$ cat src/rtl/inst_encode_loader.sv
// inst_encode_loader: packs RV32I instruction fields into 32-bit words and streams them
// to consecutive instruction-memory addresses, one word per accepted field set.
module inst_encode_loader #(
    parameter int                ADDR_W    = 32,
    parameter logic [ADDR_W-1:0] BASE_ADDR = '0,
    parameter int                DEPTH     = 256
) (
    input  logic                         clk,
    input  logic                         rst_n,
    input  logic                         start,
    input  logic                         in_valid,
    output logic                         in_ready,
    input  logic                         in_last,
    input  logic [6:0]                   opcode,
    input  logic [2:0]                   func3,
    input  logic [6:0]                   func7,
    input  logic [4:0]                   rd,
    input  logic [4:0]                   rs1,
    input  logic [4:0]                   rs2,
    input  logic [31:0]                  imm,
    output logic                         imem_we,
    output logic [ADDR_W-1:0]            imem_addr,
    output logic [31:0]                  imem_wdata,
    output logic                         busy,
    output logic                         done,
    output logic                         err_illegal,
    output logic                         err_full,
    output logic [$clog2(DEPTH+1)-1:0]   word_count
);
    localparam int CW = $clog2(DEPTH+1);

    typedef enum logic [1:0] {IDLE, RUN, DONE} state_t;
    state_t state, state_n;

    logic [ADDR_W-1:0] addr;
    logic [31:0] enc, enc_i;
    logic legal, hs, restart, full_hit;

    assign in_ready = (state == RUN);
    assign busy     = (state == RUN);
    assign done     = (state == DONE);
    assign hs       = in_valid & in_ready;
    assign restart  = start & (state != RUN);
    assign full_hit = hs & legal & (word_count == CW'(DEPTH-1));
    assign enc_i    = {imm[11:0], rs1, func3, rd, opcode};

    always_comb begin
        legal = 1'b1;
        enc   = '0;
        case (opcode)
            7'b0110011: enc = {func7, rs2, rs1, func3, rd, opcode};
            // shift-immediates carry func7 in the upper bits and only a 5-bit shamt
            7'b0010011: enc = (func3 == 3'b001 || func3 == 3'b101) ?
                              {func7, imm[4:0], rs1, func3, rd, opcode} : enc_i;
            7'b0000011, 7'b1100111: enc = enc_i;
            7'b0100011: enc = {imm[11:5], rs2, rs1, func3, imm[4:0], opcode};
            7'b1100011: enc = {imm[12], imm[10:5], rs2, rs1, func3, imm[4:1], imm[11], opcode};
            7'b0110111, 7'b0010111: enc = {imm[31:12], rd, opcode};
            7'b1101111: enc = {imm[20], imm[10:1], imm[11], imm[19:12], rd, opcode};
            default: legal = 1'b0;
        endcase
    end

    always_comb begin
        state_n = state;
        case (state)
            RUN:     state_n = (hs && (in_last || full_hit)) ? DONE : RUN;
            default: state_n = start ? RUN : state;
        endcase
    end

    always_ff @(posedge clk or negedge rst_n) begin
        if (!rst_n) state <= IDLE;
        else        state <= state_n;
    end

    always_ff @(posedge clk or negedge rst_n) begin
        if (!rst_n) begin
            addr        <= BASE_ADDR;
            word_count  <= '0;
            imem_we     <= 1'b0;
            imem_addr   <= '0;
            imem_wdata  <= '0;
            err_illegal <= 1'b0;
            err_full    <= 1'b0;
        end else begin
            imem_we <= 1'b0;
            if (restart) begin
                addr        <= BASE_ADDR;
                word_count  <= '0;
                err_illegal <= 1'b0;
                err_full    <= 1'b0;
            end else if (hs) begin
                if (legal) begin
                    imem_we    <= 1'b1;
                    imem_addr  <= addr;
                    imem_wdata <= enc;
                    addr       <= addr + ADDR_W'(4);
                    word_count <= word_count + CW'(1);
                end
                if (!legal) err_illegal <= 1'b1;
                if (full_hit && !in_last) err_full <= 1'b1;
            end
        end
    end
endmodule
$ cat config.mk
export PLATFORM = sky130hd
export DESIGN_NAME = inst_encode_loader
export DESIGN_NICKNAME = d
export VERILOG_FILES = /design/src/rtl/inst_encode_loader.sv
export SDC_FILE = /design/constraint.sdc
export NUM_CORES = 1
export LEC_CHECK = 0
export ABC_AREA = 1
export CORE_AREA = 2 2 124 174
export DETAILED_ROUTE_END_ITERATION = 10
export DIE_AREA = 0 0 126 176
export PLACE_DENSITY_LB_ADDON = 0.08
export SLEW_MARGIN = 20
export SYNTH_ARGS = -nofsm -noshare
export SYNTH_HDL_FRONTEND = slang
export SYNTH_SLANG_ARGS = --single-unit
$ cat constraint.sdc
create_clock -name clk -period 4.2 [get_ports clk]
set_input_delay 0.84 -clock clk [delete_from_list [all_inputs] [get_ports clk]]
set_output_delay 0.84 -clock clk [all_outputs]
set_load 0.02 [all_outputs]
* Word-level counts from Yosys, hierarchy flattened
Cells that the tools add are included.
** Word-level totals
- Latch bits :: 0
- ROM bits :: 0
- Bits in writable memories :: 0
- Memories :: 0
- Register bits after elaboration :: 110
** Operators by class
- Shift operators :: 0
- Multiply operators :: 0
- Bitwise logic cells :: 5
- Reductions and logical operators :: 16
- Mux-type cells :: 21
- $lt $le $gt $ge :: 0
- $add $sub $neg :: 2
- Eq/ne operators :: 16
- Divide/modulo/power cells :: 0
** Operators with widths (count)
- $pmux 32 s7 :: 1
- $mux 32 :: 4
- $add 32x3->32 const B :: 1
- $mux 9 :: 3
- $eq 7x6->1 const B :: 3
- $eq 7x7->1 const B :: 3
- $eq 7x5->1 const B :: 2
- $mux 1 :: 10
- $add 9x1->9 const B :: 1
- $eq 9x8->1 const B :: 1
- $reduce_or 9->1 :: 1
- $reduce_bool 2->1 :: 4
- $eq 7x2->1 const B :: 1
- $mux 2 :: 3
- $reduce_and 2->1 :: 3
- $and 1x1->1 :: 4
- $ne 2x1->1 const B :: 2
- $reduce_or 2->1 :: 2
- $eq 3x1->1 const B :: 1
- $eq 3x3->1 const B :: 1
- $reduce_and 3->1 :: 1
- $eq 2x1->1 const B :: 1
- $eq 2x2->1 const B :: 1
- $logic_and 1x1->1 :: 2
- 3 further kinds :: 4

* Depth between registers and ports, before layout
Gate-level depths: netlist of run 1.
- Depth in word-level cells :: 9
- Depth in mapped cells :: 13
- Mapped depth without buffers :: 12

* Worst setup path before layout of run 1
OpenSTA, ideal clock, no wires.
- Kind :: input port to flip-flop
- Start :: input opcode[0]
- End :: register imem_wdata[0]
- Arrival time :: 1885 ps
- Stages on the path :: 8
- Path slack :: 2187 ps
- Setup time :: 127 ps
- Buffers on the path :: 1
- Cell sequence :: nand2_2 -> inv_1 -> nand3_1 -> nand3_1 -> nor2_1 -> nor2_2 -> buf_4 -> or2_2
** Between the ends
- Cells in the longest elaborated chain, start to end :: 4
** Ends and longest elaborated chain
- start, declared :: line 14 : input logic [6:0] opcode,
- $eq 7x7->1 (tied with other cells) :: line 50 : case (opcode)
- $reduce_or 9->1 (no line)
- $mux 1 :: line 50
- $reduce_and 3->1 (no line)
- end signal, assigned :: line 97 : imem_wdata <= enc;
- end, declared :: line 23 : output logic [31:0] imem_wdata,
Several ways; a longest one is shown, not always the timed one.
A chain may end at the register's enable or synchronous reset.

* Worst setup path after layout of run 1
- Start :: input opcode[4]
- End :: register imem_wdata[16]
Same word-level chain as after synthesis.

==> metrics.md, run 1 <==
| Metric | Value |
|---|---|
| CTS resizes | 0 |
| Setup WS post-layout | 1350 ps |
| R2R Path End | addr[14]$_DFFE_PN0P_ |
| Initial core utilization | 0.296 |
| Detailed Route WL | 19.3 mm |
| Layout Skew | 11.1 ps |
| Final Total Pwr | 2.72 mW |
| Final setup fails | 0 |
| Die area | 22200 µm² |
| Worst-path fanout max | 52 |
| Antenna violations before repair | 0 |
| Rows | 62 |
| Setup crit start kind | input port |
| Flop2flop setup slack | 2000 ps |
| Die Y-Extent | 176 µm |
| Register area share after synthesis | 0.437 |
| HP Start | imem_wdata[1]$_DFFE_PN0P_ |
| Hold-fix buffer count after cts | 0 |
| Static leakage | 3.78 nW |
| Post-CTS Repair Setup Buffers | 0 |
| Syn Area/Cell | 7.15 µm² |
| Hold Crit Depth | 1 |
| Synth top area share | 0.437 |
| CTS Buffer Depth | 2 |
| Wire per inst | 15.5 µm |
| Final Hold Vio Count | 0 |
| MaxCap Viol Count | 0 |
| Number of synthesized flops with an enable pin | 0 |
| GRT Resource Usage Total | 0.177 |
| Cell variety after synth | 34 |
| Via count | 5739 |
| DRC | 0 |
| Area contributors post-synth | dfrtp_1, nand2_1, nor2_1, nand3_1, inv_1 |
| Largest net degree at the start of global routing | 65 |
| Critical path endpoint category | flip-flop |
| Antenna viol nets, final | 0 |
| Synth Instances | 849 |
| Drt first pass iters | 5 |
| TritonCTS clock tree | built |
| Achievable Freq | 350 MHz |
| Share of cells above drive strength 1 | 0.0559 |
| Peak supply drop | 181 µV |
| Diodes inserted | 0 |
| Worst-Margin Slew | 911 ps |
| Vias in the first global route | 5773 |
| Htree depth | 3 |
| CTS root buf | clkbuf_16 |
| # IOs | 148 |
| Die width | 126 µm |
| Worst path arrival time | 3080 ps |
| Clock latency on the worst-skew pair | 360 ps |
| PD cells | 340 nW/µm² |
| Path depth of the worst reg2reg path | 9 |
| Max Slew Vio Count | 0 |
| Tcrit/Tclk final | 0.680 |
| Number of synthesized register bits | 106 |
| R2R Path Start | addr[2]$_DFFE_PN0P_ |
| Yosys Warn Count | 0 |
| Post-synth ARST share | 1.00 |
| Area grow syn2layout | 31.8% |
| PortBufs | 145 |
| TritonCTS buffer count | 9 |
| Vias/cell | 4.63 |
| Fin crit period | 2850 ps |
| Post-synthesis cell area | 6070 µm² |
| Clock net sink count | 106 |
| Unrepaired setup endpoints after global routing | false |
| 1st-iter DRT viols | 327 |
| Top_reg_cell synth | dfrtp_1 |
| Nets | 1051 |
| DP HPWL | 14.6 mm |
| Cell taking the most area after synthesis | dfrtp_1 |
| Outcome | finished, final reports clean |
| CTS clk-pin slew, worst paths | 90 ps |
| Hold Path Class | flip-flop to flip-flop |
| Slew HR | 0.391 |
| Hold Path End | imem_wdata[1]$_DFFE_PN0P_ |
| DP Worst Slack | 940 ps |
| Core region area | 20500 µm² |
| Final setup TNS | 0 ps |
| GPL Wtd Cong | 0.879 |
| Data required time of the worst path | 4420 ps |
| Global-route wire length before repair | 30.7 mm |
| Critical path type | input port to flip-flop |
| Grt ovf | 0 |
[layout make-up]
| cell class | instances | area, µm² |
|---|---|---|
| Inverter | 63 | 239 |
| Tap cell | 256 | 320 |
| Sequential cell | 106 | 2650 |
| Multi-Input combinational cell | 647 | 2960 |
| Fill cell | 2163 | 12500 |
| Clock buffer | 9 | 225 |
| Clock inverter | 7 | 95.1 |
| Timing Repair Buffer | 152 | 1510 |
[how the worst max path moves through the flow]
stage                    from                         end  slack, ps  cells past startpoint
detailed placement  opcode[4]  imem_wdata[16]$_DFFE_PN0P_        940                     11
finish              opcode[4]  imem_wdata[16]$_DFFE_PN0P_       1350                     11
CTS                 opcode[4]  imem_wdata[16]$_DFFE_PN0P_       1330                     11
global placement    opcode[6]  imem_wdata[16]$_DFFE_PN0P_        950                     11
floorplan           opcode[0]   imem_wdata[0]$_DFFE_PN0P_       2190                      8
global route        opcode[6]   imem_addr[20]$_DFFE_PN0P_       1140                     12
[state kept, by name, summed over array words and instances, names as in the netlist]
signal,count
err_full,1
state,2
imem_addr,30
imem_wdata,32
imem_we,1
addr,30
err_illegal,1
word_count,9
[report_power, final]
part           internal, mW  leakage (nW)  total [mW]  switching [mW]
logic                 0.262          2.17       0.606           0.344
clock network         0.482         0.157       0.921           0.438
registers              1.12          1.45        1.19          0.0733
total                  1.87          3.78        2.72           0.855
[per-stage QoR]
step	std cells	hold slack (ps)	instance area [µm²]	utilization
floorplan	850	471	6080	-
global placement	1224	462	7680	0.375
detailed placement	1224	464	7680	0.375
CTS	1240	482	8000	0.391
global route	1240	511	8000	0.391
finish	1240	475	8000	0.391
[cell usage after synthesis (4+ instances only)]
cell type and count:
xor2_1 13, or2_2 4, dfrtp_1 106, nand4_1 22, buf_6 9, inv_2 7, nand3_1 58, o21ai_1 36
buf_4 7, nor2_1 87, clkbuf_1 8, a21boi_0 9, nand2_1 350, a21oi_1 7, nand2_4 4, inv_1 55
a22oi_1 8, o21ai_0 21, buf_2 9, nor3_1 5
[layer usage]
metal | global-route usage | part of all wire
met5 | 0 | 0
met4 | 0.0627 | 0.026
met3 | 0.0409 | 0.052
met2 | 0.316 | 0.52
met1 | 0.206 | 0.40
[placed cells by master, fill, tap and decap left out, types with 2 or more instances in the layout]
master,Yosys,layout
a21boi_0,9,9
a21oi_1,7,7
a22oi_1,8,8
buf_4,7,7
clkbuf_16,0,9
clkdlybuf4s50_1,0,144
conb_1,1,2
dfrtp_1,106,106
ha_1,3,3
inv_1,55,55
inv_2,7,7
inv_6,0,2
inv_8,0,2
nand2_1,350,350
nand2_2,3,3
nand2_4,4,4
nand2_8,2,2
nand3_1,58,58
nand4_1,22,22
nor2_1,87,87
nor2_2,3,2
nor2_4,3,4
nor3_1,5,5
o21ai_0,21,21
o21ai_1,36,36
o21ai_2,2,2
or2_2,4,4
xor2_1,13,13
[critical path, cell delays in order]
cell	delay (ps)
clkdlybuf4s50_1	560
inv_2	50
nand2_2	110
nor2_8	80
nand2_4	100
nand2_4	130
nor2_4	160
nand2_4	90
nand2_8	220
buf_4	520
o21ai_0	190
[kinds of logic after synthesis]
logic type,count (synthesis),synth area share
adder cells (fa/ha/maj),3,0.00618
other,1,0.000618
multiplexers,1,0.00165
flip-flops,106,0.437
AO/OA/AOI/OAI,85,0.0793
XOR/XNOR,13,0.0188
buffers and inverters,97,0.0777
AND/OR/NAND/NOR,543,0.379
Note: power is estimated with default switching activity, not from simulation.
==> run 2: changes to the inputs <==
==> constraint.sdc (replaced) <==
create_clock -name clk -period 2.6 [get_ports clk]
set_input_delay 0.52 -clock clk [delete_from_list [all_inputs] [get_ports clk]]
set_output_delay 0.52 -clock clk [all_outputs]
set_load 0.02 [all_outputs]
==> metrics.md, run 2 (synthesis results as in run 1) <==
| Metric | Value |
|---|---|
| Die Y-Extent | 176 µm (unchanged) |
| CTS clk-pin slew, worst paths | 80 ps (was 90 ps) |
| Slowest CP cell | clkdlybuf4s50_1 (unchanged) |
| R2R Path End | addr[14]$_DFFE_PN0P_ (unchanged) |
| Die area | 22200 µm² (unchanged) |
| DP HPWL | 14.8 mm (was 14.6 mm) |
| Final Hold Vio Count | 0 (unchanged) |
| Fill cell count | 2218 (was 2163) |
| CP cell instances | clkdlybuf4s50_1 -> inv_2 -> nor2_1 -> nand3_1 -> nand3_1 -> nor2_1 -> nor2_4 -> buf_12 -> nand3_1 -> o21ai_1 (was clkdlybuf4s50_1 -> inv_2 -> nand2_2 -> nor2_8 -> nand2_4 -> nand2_4 -> nor2_4 -> nand2_4 -> nand2_8 -> buf_4 -> o21ai_0) |
| Clock latency on the worst-skew pair | 360 ps (about the same) |
| Path depth of the worst reg2reg path | 9 (unchanged) |
| Share of cells above drive strength 1 | 0.0663 (was 0.0559) |
| CP Buf/Inv Count | 3 (unchanged) |
| Antenna viol nets, final | 0 (unchanged) |
| Htree depth | 3 (unchanged) |
| Max reg flops | 32 (unchanged) |
| 1st-iter DRT viols | 342 (was 327) |
| Largest net degree at the start of global routing | 42 (was 65) |
| DRC | 0 (unchanged) |
| R2R Path Start | addr[2]$_DFFE_PN0P_ (unchanged) |
| GPL Wtd Cong | 0.873 (was 0.879) |
| Unrepaired setup endpoints after global routing | false (unchanged) |
| Commonest non-fill, non-tap cell in the layout | nand2_1 (unchanged) |
| Setup WS post-layout | 472 ps (was 1350 ps) |
| Achievable Freq | 470 MHz |
| Hold-fix buffer count after cts | 0 (unchanged) |
| Peak supply drop | 268 µV (was 181 µV) |
| Drt first pass iters | 5 (unchanged) |
| TritonCTS buffer count | 9 (unchanged) |
| Final setup TNS | 0 ps (unchanged) |
| CTS Buffer Depth | 2 (unchanged) |
| Most frequent cells in the layout | nand2_1, clkdlybuf4s50_1, dfrtp_1 (unchanged) |
| Wire per inst | 15.7 µm (was 15.5 µm) |
| Most used cell, CP | nand3_1 (was nand2_4) |
| Final Total Pwr | 4.49 mW (was 2.72 mW) |
| Vias/cell | 4.67 (was 4.63) |
| Fin crit period | 2130 ps |
| MaxCap Viol Count | 0 (unchanged) |
| Tcrit/Tclk final | 0.818 |
| Regs by FF count | imem_wdata x32, addr x30, imem_addr x30 (unchanged) |
| Critical path type | input port to flip-flop (unchanged) |
| DP Worst Slack | 79.3 ps (was 940 ps) |
| Detailed Route WL | 19.6 mm (was 19.3 mm) |
| Hold Path Class | input port to async pin (was flip-flop to flip-flop) |
| Max Slew Vio Count | 0 (unchanged) |
| Family with the most delay on the worst path | buffers and inverters (unchanged) |
| Clock net sink count | 106 (unchanged) |
| Reg with most FFs | imem_wdata (unchanged) |
| CTS resizes | 0 (unchanged) |
| Global-route wire length before repair | 31.7 mm (was 30.7 mm) |
| Layout Skew | 9.80 ps (was 11.1 ps) |
| PD cells | 551 nW/µm² (was 340 nW/µm²) |
| Core region area | 20500 µm² (unchanged) |
| GRT Resource Usage Total | 0.181 (was 0.177) |
| TritonCTS clock tree | built (unchanged) |
| Worst-Margin Slew | 539 ps (was 911 ps) |
| Antenna violations before repair | 0 (unchanged) |
| Worst path arrival time | 2400 ps (was 3080 ps) |
| Critical path endpoint category | flip-flop (unchanged) |
| # IOs | 148 (unchanged) |
| Rows | 62 (unchanged) |
| CTS root buf | clkbuf_16 (unchanged) |
| Worst-path fanout max | 41 (was 52) |
| Via count | 5838 (was 5739) |
| Data required time of the worst path | 2880 ps (was 4420 ps) |
| Max incr delay on CP | 580 ps (was 560 ps) |
| Grt ovf | 0 (unchanged) |
| Nets | 1062 (was 1051) |
| Initial core utilization | 0.296 (unchanged) |
| Slew HR | 0.639 (was 0.391) |
| Area grow syn2layout | 34.2% (was 31.8%) |
| Flop2flop setup slack | 530 ps (was 2000 ps) |
| Die width | 126 µm (unchanged) |
| Post-CTS Repair Setup Buffers | 0 (unchanged) |
| Final setup fails | 0 (unchanged) |
| Vias in the first global route | 5881 (was 5773) |
| Diodes inserted | 0 (unchanged) |
| Static leakage | 3.86 nW (was 3.78 nW) |
| Outcome | finished, final reports clean (unchanged) |
| PortBufs | 145 (unchanged) |
| Setup crit start kind | input port (unchanged) |
==> run 2: worst max-delay path by stage <==
stage	slack (ps)	from	depth (start not counted)	to
final	470	opcode[5]	10	word_count[7]$_DFFE_PN0P_
after global routing	290	opcode[5]	10	word_count[7]$_DFFE_PN0P_
after CTS	450	opcode[5]	10	word_count[7]$_DFFE_PN0P_
after detailed placement	80	opcode[5]	10	word_count[7]$_DFFE_PN0P_
after global placement	70	opcode[5]	10	word_count[7]$_DFFE_PN0P_
after floorplan	910	opcode[0]	8	imem_wdata[0]$_DFFE_PN0P_
==> run 2: worst register-to-register path, cell delays in order, from the launching register on <==
cell,delay [ps]
dfrtp_1,400
ha_1,300
inv_1,90
nor2_1,440
inv_1,80
nor2_1,300
xor2_1,170
nor2_1,50
nand2_1,80
o21ai_1,50
==> run 2: power breakdown <==
group          switching, mW  leakage [nW]  internal, mW  total [mW]
Clock                  0.679         0.164         0.885        1.56
Sequential             0.119          1.45          1.81        1.93
Combinational          0.551          2.24         0.443       0.994
==> run 2: final cells by class <==
cell class / count / area (µm²) / area share
Clock buffer: 10 / 239 / 0.0293
Multi-Input combinational cell: 647 / 2960 / 0.363
Tap cell: 256 / 320 / 0.0393
Inverter: 63 / 239 / 0.0293
Sequential cell: 106 / 2650 / 0.326
Timing Repair Buffer: 163 / 1650 / 0.202
Clock inverter: 6 / 95.1 / 0.0117
==> run 2: routing by layer <==
metal  vias to the layer above  share of wire  global-route usage
met1                      2694           0.39               0.207
li1                       2964              -                   -
met2                       155           0.53               0.330
met3                        25          0.057              0.0418
met5                         -              0                   0
met4                         0          0.022              0.0609
==> run 2: per-stage QoR <==
stage	util	hold WS (ps)	std cells	instance area [µm²]
2_1_floorplan	-	224	850	6080
3_3_place_gp	0.382	458	1235	7820
3_5_place_dp	0.382	454	1235	7820
4_1_cts	0.398	153	1251	8150
5_1_grt	0.398	174	1251	8150
6_report	0.398	133	1251	8150
